===== src/rtl/lsu_mem_responder_pkg.sv =====
// lsu_mem_responder_pkg
// Shared types for the LSU data-memory responder: data and address widths,
// the responder FSM state encoding and a small index-width helper.
package lsu_mem_responder_pkg;

  typedef logic [15:0] data_t;
  typedef logic [7:0]  data_memory_address_t;

  typedef enum logic [1:0] {
    IDLE          = 2'd0,
    READ_WAITING  = 2'd1,
    WRITE_WAITING = 2'd2,
    RELAYING      = 2'd3
  } mem_resp_state_t;

  // Width of an index into n channels; never zero so a single channel still
  // gets a legal 1-bit index.
  function automatic int idx_width(input int n);
    return (n > 1) ? $clog2(n) : 1;
  endfunction

endpackage


===== src/rtl/lsu_mem_responder_rr_arbiter.sv =====
// rr_arbiter
// Round-robin request picker for the responder. Scans the request vector
// starting at the stored pointer, wrapping around, and reports the first
// requester. On an advance strobe with a valid grant the pointer moves to
// the slot after the granted one.
//
// Ports:
//   clk         in   clock, rising edge
//   reset       in   synchronous, active-high; pointer returns to 0
//   req         in   [N] one request bit per channel
//   advance     in   1 when the current grant is being taken
//   grant_idx   out  index of the selected channel
//   grant_valid out  1 when any channel is requesting
module rr_arbiter
  import lsu_mem_responder_pkg::*;
#(
  parameter int N     = 4,
  parameter int IDX_W = idx_width(N)
) (
  input  logic             clk,
  input  logic             reset,
  input  logic [N-1:0]     req,
  input  logic             advance,
  output logic [IDX_W-1:0] grant_idx,
  output logic             grant_valid
);

  logic [IDX_W-1:0] rr_next;

  always_comb begin
    int pos;
    grant_valid = 1'b0;
    grant_idx   = '0;
    pos         = 0;
    for (int k = 0; k < N; k++) begin
      pos = int'(rr_next) + k;
      if (pos >= N) pos = pos - N;
      if (!grant_valid && req[pos[IDX_W-1:0]]) begin
        grant_valid = 1'b1;
        grant_idx   = pos[IDX_W-1:0];
      end
    end
  end

  always_ff @(posedge clk) begin
    if (reset) begin
      rr_next <= '0;
    end else if (advance && grant_valid) begin
      rr_next <= (grant_idx == IDX_W'(N - 1)) ? '0 : grant_idx + IDX_W'(1);
    end
  end

endmodule


===== src/rtl/lsu_mem_responder.sv =====
// lsu_mem_responder
// Responder side of the LSU data-memory handshake. Collects load/store
// requests from NUM_CONSUMERS LSUs, serves one at a time on the single
// external memory port in round-robin order, and returns a one-cycle ready
// pulse (plus load data) to the requesting LSU.
//
// Ports:
//   clk, reset                     clock and synchronous active-high reset
//   consumer_read_valid/address    per-LSU load request
//   consumer_read_ready/data       per-LSU load completion pulse and data
//   consumer_write_valid/address/data  per-LSU store request
//   consumer_write_ready           per-LSU store completion pulse
//   mem_read_valid/address         downstream read request
//   mem_read_ready/data            downstream read completion
//   mem_write_valid/address/data   downstream write request
//   mem_write_ready                downstream write completion
//
// state         | meaning
// --------------+-----------------------------------------------------------
// IDLE          | no transaction; pick next requester round-robin
// READ_WAITING  | mem_read_valid high, waiting for mem_read_ready
// WRITE_WAITING | mem_write_valid high, waiting for mem_write_ready
// RELAYING      | ready pulse issued; wait for served LSU to drop its valid
module lsu_mem_responder
  import lsu_mem_responder_pkg::*;
#(
  parameter int NUM_CONSUMERS = 4
) (
  input  logic                       clk,
  input  logic                       reset,
  input  logic [NUM_CONSUMERS-1:0]   consumer_read_valid,
  input  data_memory_address_t       consumer_read_address  [NUM_CONSUMERS],
  output logic [NUM_CONSUMERS-1:0]   consumer_read_ready,
  output data_t                      consumer_read_data     [NUM_CONSUMERS],
  input  logic [NUM_CONSUMERS-1:0]   consumer_write_valid,
  input  data_memory_address_t       consumer_write_address [NUM_CONSUMERS],
  input  data_t                      consumer_write_data    [NUM_CONSUMERS],
  output logic [NUM_CONSUMERS-1:0]   consumer_write_ready,
  output logic                       mem_read_valid,
  output data_memory_address_t       mem_read_address,
  input  logic                       mem_read_ready,
  input  data_t                      mem_read_data,
  output logic                       mem_write_valid,
  output data_memory_address_t       mem_write_address,
  output data_t                      mem_write_data,
  input  logic                       mem_write_ready
);

  localparam int IDX_W = idx_width(NUM_CONSUMERS);

  mem_resp_state_t          state;
  logic [IDX_W-1:0]         current_consumer;
  // Remembers which kind of request is being relayed so RELAYING watches
  // the right valid; a consumer may still hold the other one.
  logic                     served_write;

  logic [NUM_CONSUMERS-1:0] req;
  logic [IDX_W-1:0]         grant_idx;
  logic                     grant_valid;
  logic                     advance;

  assign req     = consumer_read_valid | consumer_write_valid;
  assign advance = (state == IDLE);

  rr_arbiter #(
    .N     (NUM_CONSUMERS),
    .IDX_W (IDX_W)
  ) u_arb (
    .clk         (clk),
    .reset       (reset),
    .req         (req),
    .advance     (advance),
    .grant_idx   (grant_idx),
    .grant_valid (grant_valid)
  );

  always_ff @(posedge clk) begin
    if (reset) begin
      state                <= IDLE;
      current_consumer     <= '0;
      served_write         <= 1'b0;
      mem_read_valid       <= 1'b0;
      mem_read_address     <= '0;
      mem_write_valid      <= 1'b0;
      mem_write_address    <= '0;
      mem_write_data       <= '0;
      consumer_read_ready  <= '0;
      consumer_write_ready <= '0;
      for (int i = 0; i < NUM_CONSUMERS; i++) begin
        consumer_read_data[i] <= '0;
      end
    end else begin
      case (state)
        IDLE: begin
          if (grant_valid) begin
            current_consumer <= grant_idx;
            // A consumer asserting both gets its read first; the write stays
            // pending and wins a later round-robin slot.
            if (consumer_read_valid[grant_idx]) begin
              served_write     <= 1'b0;
              mem_read_valid   <= 1'b1;
              mem_read_address <= consumer_read_address[grant_idx];
              state            <= READ_WAITING;
            end else begin
              served_write      <= 1'b1;
              mem_write_valid   <= 1'b1;
              mem_write_address <= consumer_write_address[grant_idx];
              mem_write_data    <= consumer_write_data[grant_idx];
              state             <= WRITE_WAITING;
            end
          end
        end

        READ_WAITING: begin
          if (mem_read_ready) begin
            mem_read_valid                        <= 1'b0;
            consumer_read_data[current_consumer]  <= mem_read_data;
            consumer_read_ready[current_consumer] <= 1'b1;
            state                                 <= RELAYING;
          end
        end

        WRITE_WAITING: begin
          if (mem_write_ready) begin
            mem_write_valid                        <= 1'b0;
            consumer_write_ready[current_consumer] <= 1'b1;
            state                                  <= RELAYING;
          end
        end

        RELAYING: begin
          consumer_read_ready  <= '0;
          consumer_write_ready <= '0;
          if (served_write ? !consumer_write_valid[current_consumer]
                           : !consumer_read_valid[current_consumer]) begin
            state <= IDLE;
          end
        end

        default: state <= IDLE;
      endcase
    end
  end

endmodule


===== config.mk =====
export PLATFORM = sky130hd
export DESIGN_NAME = lsu_mem_responder
export DESIGN_NICKNAME = d
export VERILOG_FILES = /design/src/rtl/lsu_mem_responder_pkg.sv /design/src/rtl/lsu_mem_responder_rr_arbiter.sv /design/src/rtl/lsu_mem_responder.sv
export SDC_FILE = /design/constraint.sdc
export NUM_CORES = 1
export LEC_CHECK = 0
export BUFFER_PORTS_ARGS = -buffer_cell sky130_fd_sc_hd__buf_2
export CORE_MARGIN = 2
export CORE_UTILIZATION = 46
export CTS_CLUSTER_DIAMETER = 200
export DETAILED_ROUTE_END_ITERATION = 6
export PLACE_DENSITY_LB_ADDON = 0.25
export SLEW_MARGIN = 0
export SYNTH_ARGS = -nofsm -noshare
export SYNTH_HDL_FRONTEND = slang
export SYNTH_HIERARCHICAL = 1
export SYNTH_SLANG_ARGS = --single-unit

===== constraint.sdc =====
create_clock -name clk -period 3.6 [get_ports clk]
set_input_delay 0.36 -clock clk [delete_from_list [all_inputs] [get_ports clk]]
set_output_delay 0.36 -clock clk [all_outputs]
set_load 0.02 [all_outputs]

==> impl_metrics.tcl <==
set metrics [dict create \
    status "complete, no violations" \
    nets 986 \
    synth_fp_nets 739 \
    clk_path_buf_depth 2 \
    instances_no_fill 978 \
    numCtsBuffers 17 \
    hold_path_depth 2 \
    nFillCells 907 \
    initial_core_util 0.471 \
    layout-drive-gt1-share 0.416 \
    ir_drop_mv 0.554 \
    rows 38 \
    slew-limit-headroom 0.270 \
    synth-edff-count 0 \
    cellLeakagePower_uw 0.00314 \
    grt_pass1_vias 4785 \
    p_per_area_nw_per_um2 749 \
    wl_um 15500 \
    postCtsHoldBufs 0 \
    synth_area_sq_um 5100 \
    synth_area_per_cell_sq_um 8.83 \
    grt_antenna_before_repair 0 \
    max_freq_ghz 0.357 \
    final_max_slew_viol_count 0 \
    drcViolationCount 0 \
    met2_usage 0.449 \
    hp-class "in2reg" \
    yosys.area.top_type_share 0.443 \
    synth_seq_area_share 0.443 \
    grt_pass1_wl_um 23500 \
    die_h_um 109 \
    yosys.area.top_type "dfxtp_1" \
    cts_resized 0 \
    r2r-end "mem_write_data[1]" \
    dr.pass1.iters 5 \
    grt_overflow 0 \
    rsz0062_at_grt "false" \
    hp-start "mem_write_ready" \
    h-tree-depth 4 \
    worstMarginPinSlew_ns 1.09 \
    grt.met1_usage 0.310 \
    dieArea_sq_um 11900 \
    fin_skew_ns 0.00701 \
    path_max_fanout 24 \
    first_iter_violations 314 \
    post-route-min-period_ns 2.80 \
    gp_congestion 0.872 \
    areaGrowthSynthToFinish_pct 37.9 \
    grt_start_max_net_pins 80 \
    criticalPathCategory "reg2reg" \
    ys_top_cells_by_area "dfxtp_1 44%, mux4_2 15%, nand2_1 15%, a21oi_1 10%, clkbuf_1 1.9%" \
    reg2reg_from "u_arb/rr_next[0]" \
    synth-main-ff-cell "dfxtp_1" \
    fin_crit_sh 0.779 \
    synthArstFlopShare 0 \
    cts_sinks 113 \
    placed_area_sq_um 6450 \
    final_area_sq_um 7030 \
    drt-wirelength-per-cell_um 15.9 \
    die_w_um 109 \
    startpoint_type "register" \
    finalSetupTns_ns 0 \
    r2r_cells 8 \
    syn_inst 578 \
    coreArea_sq_um 10800 \
    vias 5163 \
    busiest_layer "met2" \
    place_hpwl_um 11800 \
    required_ns 3.97 \
    synth-seq-cells 113 \
    gr-usage-met3 0.0747 \
    arrival_ns 3.17 \
    clkSlewWorstSetupHoldPaths_ns 0.06 \
    setup_viol_count_final 0 \
    cts_root_buf "clkbuf_8" \
    synthTopCellsByCount "201 x nand2_1, 113 x dfxtp_1, 104 x a21oi_1" \
    cts_setup_buffers 0 \
    diodes 0 \
    hold_violations 0 \
    yosys.cell_types.count 43 \
    yosysWarnings 6 \
    via_per_inst 5.28 \
    cts_tree "done" \
    cap_viol_max_count 0 \
    place.port_buffers 261 \
    end_kind "register" \
    yosysMostFrequentCell "nand2_1" \
    dp.cells 946 \
    reg2reg_slack_ns 0.80 \
    ant_nets 0 \
    ioPinCount 262 \
    min_to "mem_write_valid" \
    insertion_delay_ns 0.52 \
    track_usage 0.258 \
]
-- state kept, by name (all words and copies together), names as in the netlist --
name and count:
served_write 1, mem_write_data 16, consumer_read_ready 4, current_consumer 2, mem_write_valid 1, state 2, mem_read_valid 1, u_arb/rr_next 2
consumer_read_data 64, mem_write_address 8, mem_read_address 8, consumer_write_ready 4
-- cell usage in the layout (no fill, tap or decap), types with 6 or more instances in the layout --
cell type,synthesis,routed
a21oi_1,104,103
a22oi_1,6,6
buf_2,8,260
buf_4,0,7
clkbuf_16,0,16
clkinvlp_4,0,6
dfxtp_1,113,113
inv_1,7,7
mux4_2,34,34
nand2_1,201,201
nand3_1,7,7
nor2_1,16,16
-- routing by layer --
layer  part of all wire  wire length [um]
met2               0.52              8010
met5                  0                 0
met1               0.40              6180
met4              0.015               227
met3              0.072              1120
-- worst max-delay path by stage --
stage                                 to                   start  slack [ns]
floorplan           mem_write_address[0]  consumer_read_valid[2]        0.77
global route           mem_write_data[6]        u_arb/rr_next[0]        0.60
detailed placement     mem_write_data[1]  consumer_read_valid[2]        0.41
CTS                    mem_write_data[1]        u_arb/rr_next[0]        0.80
global placement    mem_write_address[0]  consumer_read_valid[2]        0.51
finish                 mem_write_data[1]        u_arb/rr_next[0]        0.80
-- power breakdown --
group          switching, uW  internal, uW  leakage [uW]
logic                   1180           871       0.00195
registers                143          1460      0.000917
clock network            598          1020      0.000268
-- stage by stage --
stage	worst slack, ns	total power [uW]	util	hold slack (ns)
2_1_floorplan	0.765	3190	-	0.422
3_3_place_gp	0.506	3630	0.595	0.438
3_5_place_dp	0.406	3680	0.595	0.444
4_1_cts	0.802	5290	0.649	0.0509
5_1_grt	0.596	5540	0.649	0.0691
6_report	0.797	5260	0.649	0.0765
-- worst max-delay path, cell delays in order (launching register included) --
cell      delay [ns]
dfxtp_1         0.37
inv_1           0.07
a22o_2          0.24
a221oi_1        0.30
and2_2          0.23
mux4_2          0.60
or2_1           0.56
nand2_1         0.19
a21oi_1         0.08
-- final cells by class --
cell class	count	area (sq um)	share of cell area
Tap cell	140	175	0.0249
Sequential cell	113	2260	0.322
Inverter	7	26.3	0.00374
Timing Repair Buffer	267	1350	0.192
Multi-Input combinational cell	419	2640	0.375
Clock inverter	13	138	0.0196
Clock buffer	19	442	0.0628
-- cell families (layout without fill, tap and decap cells) --
group | after synthesis | count (layout) | share of synthesized area
and+or+nand+nor | 249 | 249 | 0.201
AOI/OAI and AO/OA | 126 | 126 | 0.139
DFF | 113 | 113 | 0.443
buffers and inverters | 46 | 306 | 0.0432
muxes | 39 | 39 | 0.161
adders and majority gates | 5 | 5 | 0.0123
(Power assumes the default switching activity.)
